--- config.mk ---
export PLATFORM = sky130hd
export DESIGN_NAME = mem_access_unit
export DESIGN_NICKNAME = d
export VERILOG_FILES = /design/src/rtl/mem_access_unit.sv
export SDC_FILE = /design/constraint.sdc
export NUM_CORES = 1
export LEC_CHECK = 0
export ABC_CLOCK_PERIOD_IN_PS = 7700
export CORE_AREA = 5 5 124 185
export DETAILED_ROUTE_END_ITERATION = 8
export DIE_AREA = 0 0 129 190
export GPL_TIMING_DRIVEN = 0
export PLACE_DENSITY = 0.7
export SYNTH_ARGS = -nofsm -noshare
export SYNTH_HDL_FRONTEND = slang
export SYNTH_SLANG_ARGS = --single-unit
--- constraint.sdc ---
create_clock -name i_clk -period 7.7 [get_ports i_clk]
set_input_delay 1.54 -clock i_clk [delete_from_list [all_inputs] [get_ports i_clk]]
set_output_delay 1.54 -clock i_clk [all_outputs]
set_load 0.01 [all_outputs]
--- src/rtl/mem_access_unit.sv ---
// mem_access_unit: CPU load/store requests -> word-addressed data-memory cycles.
// Latency: load RD_LAT+1, word store 2, sub-word store RD_LAT+2 cycles accept->RespValid.
// Backpressure: o_ReqReady high only in IDLE; one idle cycle between accesses.
//
// Ports:
//   i_clk, i_rst           clock (rising edge), asynchronous active-high reset
//   i_ReqValid/o_ReqReady  request handshake; accept on edge with both high
//   i_ReqWrite, i_ReqSize, i_ReqSigned, i_ReqAddr, i_ReqWdata  request fields
//   o_RespValid            one-cycle completion pulse; o_RespRdata load result
//   o_AddrErr              misalignment flag, qualified by o_RespValid
//   o_Raddr/o_Waddr/o_Wdata/o_MemRead/o_MemWrite/i_Rdata  data-memory port
//
// Optional feature: define MISALIGN_TRAP_EN to trap misaligned half/word
// accesses (straight to RESP with o_AddrErr=1, no memory strobes). Without it
// the misaligned low address bits are ignored and o_AddrErr is tied 0.
module mem_access_unit #(
  parameter int unsigned RD_LAT = 1
) (
  input  logic        i_clk,
  input  logic        i_rst,
  input  logic        i_ReqValid,
  output logic        o_ReqReady,
  input  logic        i_ReqWrite,
  input  logic [1:0]  i_ReqSize,
  input  logic        i_ReqSigned,
  input  logic [31:0] i_ReqAddr,
  input  logic [31:0] i_ReqWdata,
  output logic        o_RespValid,
  output logic [31:0] o_RespRdata,
  output logic        o_AddrErr,
  output logic [31:0] o_Raddr,
  output logic [31:0] o_Waddr,
  output logic [31:0] o_Wdata,
  output logic        o_MemRead,
  output logic        o_MemWrite,
  input  logic [31:0] i_Rdata
);

  typedef enum logic [1:0] {IDLE, RD, WR, RESP} state_t;

  localparam logic [3:0] LP_RD_LAST = 4'(RD_LAT - 1);

  state_t      r_state, w_next;
  logic [31:0] r_addr;
  logic [1:0]  r_size;
  logic        r_signed;
  logic        r_write;
  logic [31:0] r_wdata;
  logic [31:0] r_rdword;
  logic [31:0] r_resp_rdata;
  logic [3:0]  r_cnt;

  logic        w_accept;
  logic        w_misalign;
  logic        w_rd_last;
  logic [31:0] w_shift;
  logic [15:0] w_half;
  logic [31:0] w_load_ext;
  logic [31:0] w_merge;

  assign w_accept  = i_ReqValid && (r_state == IDLE);
  assign w_rd_last = (r_state == RD) && (r_cnt == LP_RD_LAST);

`ifdef MISALIGN_TRAP_EN
  logic r_err;
  // Size 11 is treated as a word, so any size[1] access needs addr[1:0]==0.
  assign w_misalign = ((i_ReqSize == 2'b01) && i_ReqAddr[0]) ||
                      (i_ReqSize[1] && (i_ReqAddr[1:0] != 2'b00));
  assign o_AddrErr  = (r_state == RESP) && r_err;
`else
  assign w_misalign = 1'b0;
  assign o_AddrErr  = 1'b0;
`endif

  // State register
  always_ff @(posedge i_clk or posedge i_rst) begin
    if (i_rst) r_state <= IDLE;
    else       r_state <= w_next;
  end

  // Next state and strobes
  always_comb begin
    w_next      = r_state;
    o_ReqReady  = 1'b0;
    o_MemRead   = 1'b0;
    o_MemWrite  = 1'b0;
    o_RespValid = 1'b0;
    case (r_state)
      IDLE: begin
        o_ReqReady = 1'b1;
        if (i_ReqValid) begin
          if (w_misalign)                   w_next = RESP;
          else if (i_ReqWrite && i_ReqSize[1]) w_next = WR;   // full word: no read needed
          else                              w_next = RD;
        end
      end
      RD: begin
        o_MemRead = 1'b1;
        if (r_cnt == LP_RD_LAST) w_next = r_write ? WR : RESP;
      end
      WR: begin
        o_MemWrite = 1'b1;
        w_next     = RESP;
      end
      RESP: begin
        o_RespValid = 1'b1;
        w_next      = IDLE;
      end
      default: w_next = IDLE;
    endcase
  end

  // Load path: lane select and extension straight from the memory word
  always_comb begin
    w_shift = i_Rdata >> {r_addr[1:0], 3'b000};
    w_half  = r_addr[1] ? i_Rdata[31:16] : i_Rdata[15:0];
    case (r_size)
      2'b00:   w_load_ext = {{24{r_signed & w_shift[7]}}, w_shift[7:0]};
      2'b01:   w_load_ext = {{16{r_signed & w_half[15]}}, w_half};
      default: w_load_ext = i_Rdata;
    endcase
  end

  // Store path: sub-word stores splice the new lane into the word read back
  always_comb begin
    w_merge = r_rdword;
    case (r_size)
      2'b00: w_merge[{r_addr[1:0], 3'b000} +: 8] = r_wdata[7:0];
      2'b01: begin
        if (r_addr[1]) w_merge[31:16] = r_wdata[15:0];
        else           w_merge[15:0]  = r_wdata[15:0];
      end
      default: w_merge = r_wdata;
    endcase
  end

  // Datapath registers
  always_ff @(posedge i_clk or posedge i_rst) begin
    if (i_rst) begin
      r_addr       <= '0;
      r_size       <= '0;
      r_signed     <= 1'b0;
      r_write      <= 1'b0;
      r_wdata      <= '0;
      r_rdword     <= '0;
      r_resp_rdata <= '0;
      r_cnt        <= '0;
`ifdef MISALIGN_TRAP_EN
      r_err        <= 1'b0;
`endif
    end else begin
      if (w_accept) begin
        r_addr   <= i_ReqAddr;
        r_size   <= i_ReqSize;
        r_signed <= i_ReqSigned;
        r_write  <= i_ReqWrite;
        r_wdata  <= i_ReqWdata;
        r_cnt    <= '0;
`ifdef MISALIGN_TRAP_EN
        r_err    <= w_misalign;
`endif
      end else if (r_state == RD) begin
        r_cnt <= w_rd_last ? 4'd0 : r_cnt + 4'd1;
      end
      // Capture on the edge that ends the last RD cycle
      if (w_rd_last) begin
        if (r_write) r_rdword     <= i_Rdata;
        else         r_resp_rdata <= w_load_ext;
      end
    end
  end

  assign o_RespRdata = r_resp_rdata;
  assign o_Raddr     = {r_addr[31:2], 2'b00};
  assign o_Waddr     = {r_addr[31:2], 2'b00};
  assign o_Wdata     = w_merge;

endmodule

==> impl_results.md, run 1 <==
- Seq cells post-synth: 138
- CTS Hold Bufs: 0
- Routed len/inst: 20.4 um
- Placement Rows: 66
- Nature of the critical path startpoint: flop
- Clock Path Buffers: 2
- Final core utilization: 49.5%
- CTS buffer count: 17
- Layout cell share with drive strength beyond 1: 26.0%
- Commonest non-fill, non-tap cell in the layout: clkdlybuf4s50_1
- Clk slew on worst S/H paths: 0.06 ns
- Synth unique cells: 51
- FF+latch area: 3450 um^2
- Worst slew margin: 51.8%
- # clock sinks: 138
- Via density: 5.09
- Initial antenna violation count: 0
- EDFF count, synth: 0
- Post-route total power: 5.04 mW
- Period utilization: 68.9%
- P_leak: 4.58 nW
- VDD IR max: 0.225 mV
- Vias: 5966
- Fin area: 10500 um^2
- Max H-tree Level: 4
- Hold WC Path Type: reg2reg
- Clock Latency Late Sink: 0.42 ns
- Nets: 1001
- TritonCTS clock tree: built
- Area grow syn2layout: 45.4%
- Initial Util: 34.0%
- Syn_area_per_cell: 11.5 um^2
- # diodes: 0
- Largest net degree at the start of global routing: 95
- Worst EP required: 6.16 ns
- DRC: 0
- Post-Syn Area: 7250 um^2
- Async set-reset flop share out of synthesis: 100%
- Post-Syn Instances: 633
- Final Max Slew Viols: 0
- Number of setup violations in the final report: 0
- Arrival @ worst endpoint: 3.76 ns
- Io pins: 236
- RSZ-0062 raised after global routing: no
- Multi-input gate area: 3050 um^2
- PortBufs: 230
- Fmax: 0.189 GHz
- WHS: 0.475 ns
- Placed Area: 9940 um^2
- First-pass GRT wire length: 36100 um
- Vias in the first global route: 6089
- Filler cells: 1952
- Power Density: 478 nW/um^2
- CTS root buf: clkbuf_16
- Yosys warns: 0
- Die outline area: 24500 um^2
- Tightest Pin Transition: 0.723 ns
- Starting DRT DRC Count: 400
- Post-DP HPWL: 18500 um
- Post_cts resized: 0
- Clock Skew: 0.00969 ns
- Setup_tns: 0 ns
- DRT Wirelength: 23900 um
- Worst Path Max Fanout: 10
- WS Path Type: reg2out
- Total grt overflow: 0
- Global-route usage over all layers: 19.5%
- CP Capture Type: output port
- Minimum clock period: 5.30 ns
- DIE HEIGHT: 190 um
- Status: completed
- Antenna-violating nets left: 0
- Final Hold Fails: 0
- Die width: 129 um
- Most used flip-flop cell after synthesis: dfrtp_1
- Setup bufs post-CTS: 0
- Max-cap violations: 0
- Most frequent cells in the layout: 230 x clkdlybuf4s50_1, 138 x dfrtp_1, 108 x mux2_2, 70 x buf_4, 56 x nand2_1
- RD Place Congestion: 0.945
- Initial DRT Pass Iterations: 5
- Core footprint: 21300 um^2
- Sequential share of the synthesized area: 47.6%
-- layer usage --
metal  GRT usage, %  part of all wire [%]
met1           22.3                    36
met2           33.7                    53
met3           4.33                   6.6
met4           9.62                   4.3
met5              0                     0
-- path summary, 6_finish.rpt --
| check | startpoint | end | slack [ns] | cells past startpoint |
|---|---|---|---|---|
| setup / recovery | r_addr[1] | o_Wdata[23] | 2.40 | 9 |
| hold / removal | o_RespRdata[13] | o_RespRdata[13] | 0.48 | 1 |
| setup reg to reg | r_state[0] | r_wdata[11] | 5.43 | 6 |
| hold reg to reg | o_RespRdata[13] | o_RespRdata[13] | 0.48 | 1 |
| max in group asynchronous | i_rst | r_addr[17] | 5.37 | 3 |
| min in group asynchronous | i_rst | o_RespRdata[23] | 1.51 | 2 |
-- report_power, final --
| part | switching, mW | internal [mW] | leakage (nW) |
|---|---|---|---|
| logic | 1.23 | 1.56 | 2.64 |
| registers | 0.317 | 1.09 | 1.65 |
| clock network | 0.327 | 0.511 | 0.287 |
-- flip-flops by register name, indices dropped and copies added (netlist names) --
name / count
r_rdword: 32
r_write: 1
r_cnt: 4
r_size: 2
r_addr: 32
r_state: 2
o_RespRdata: 32
r_signed: 1
r_wdata: 32
-- logic make-up (layout without fill, tap and decap cells) --
group                      Yosys count  after routing  share of synthesized area, %
DFF                                138            138                          47.6
AOI/OAI and AO/OA                  132            132                          13.4
muxes                              127            127                          19.6
buffers and inverters              122            385                          10.5
and+or+nand+nor                    101            101                          6.78
adders and majority gates           11             11                          1.90
other                                1              5                        0.0517
xor gates and xnor gates             1              1                         0.121
-- cells in the mapped netlist, drive strengths merged, types with 11 or more instances --
cell type	instances	area share, %
buf	87	8.6
a22o	17	2.1
a21o	11	1.1
o21ai	19	1.3
nand2	56	2.9
inv	23	1.2
dfrtp	138	48
mux2i	17	2.3
clkbuf	11	0.59
nor2	20	1.0
mux2	109	17
ha	11	1.9
a21oi	37	2.6
-- area by class of cell --
cell class,count,area share [%]
buffer,98,6.35
clock buffer,18,4.07
clock inverter,14,1.63
inverter,24,0.902
multi-input combinational,377,28.9
sequential,138,32.8
tap,272,3.23
timing repair buffer,231,22.1
-- critical path, cell delays in order, from the launching register on --
cell and delay (ns):
dfrtp_1 0.54, buf_4 0.26, buf_6 0.18, inv_1 0.13, ha_1 0.38, nand2b_1 0.16
nor4b_2 0.62, a21oi_1 0.15, o221ai_1 0.31, clkdlybuf4s50_1 0.61
-- stage by stage --
step                setup WS (ns)  std cells
global placement            0.334       1139
global route                 2.28       1172
detailed placement           2.91       1140
floorplan                    2.46        637
finish                       2.40       1172
CTS                          2.45       1172
No activity file was read; power rests on OpenSTA's default activity.
==> run 2, diff against run 1 <==
--- a/config.mk
+++ b/config.mk
@@ -5,7 +5,7 @@
 export SDC_FILE = /design/constraint.sdc
 export NUM_CORES = 1
 export LEC_CHECK = 0
-export ABC_CLOCK_PERIOD_IN_PS = 7700
+export ABC_CLOCK_PERIOD_IN_PS = 5540
 export CORE_AREA = 5 5 124 185
 export DETAILED_ROUTE_END_ITERATION = 8
 export DIE_AREA = 0 0 129 190
==> constraint.sdc (replaced) <==
create_clock -name i_clk -period 5.54 [get_ports i_clk]
set_input_delay 1.108 -clock i_clk [delete_from_list [all_inputs] [get_ports i_clk]]
set_output_delay 1.108 -clock i_clk [all_outputs]
set_load 0.01 [all_outputs]
==> results of run 2 <==
The final DEF is identical to that of run 1. Status: completed.
Among the figures that moved: setup slack after placement 2.91 ns -> 1.18 ns; setup slack after layout 2.40 ns -> 0.671 ns; register-to-register setup slack 5.43 ns -> 3.27 ns; total power 5.04 mW -> 7.00 mW; worst IR drop on VDD 0.225 mV -> 0.312 mV
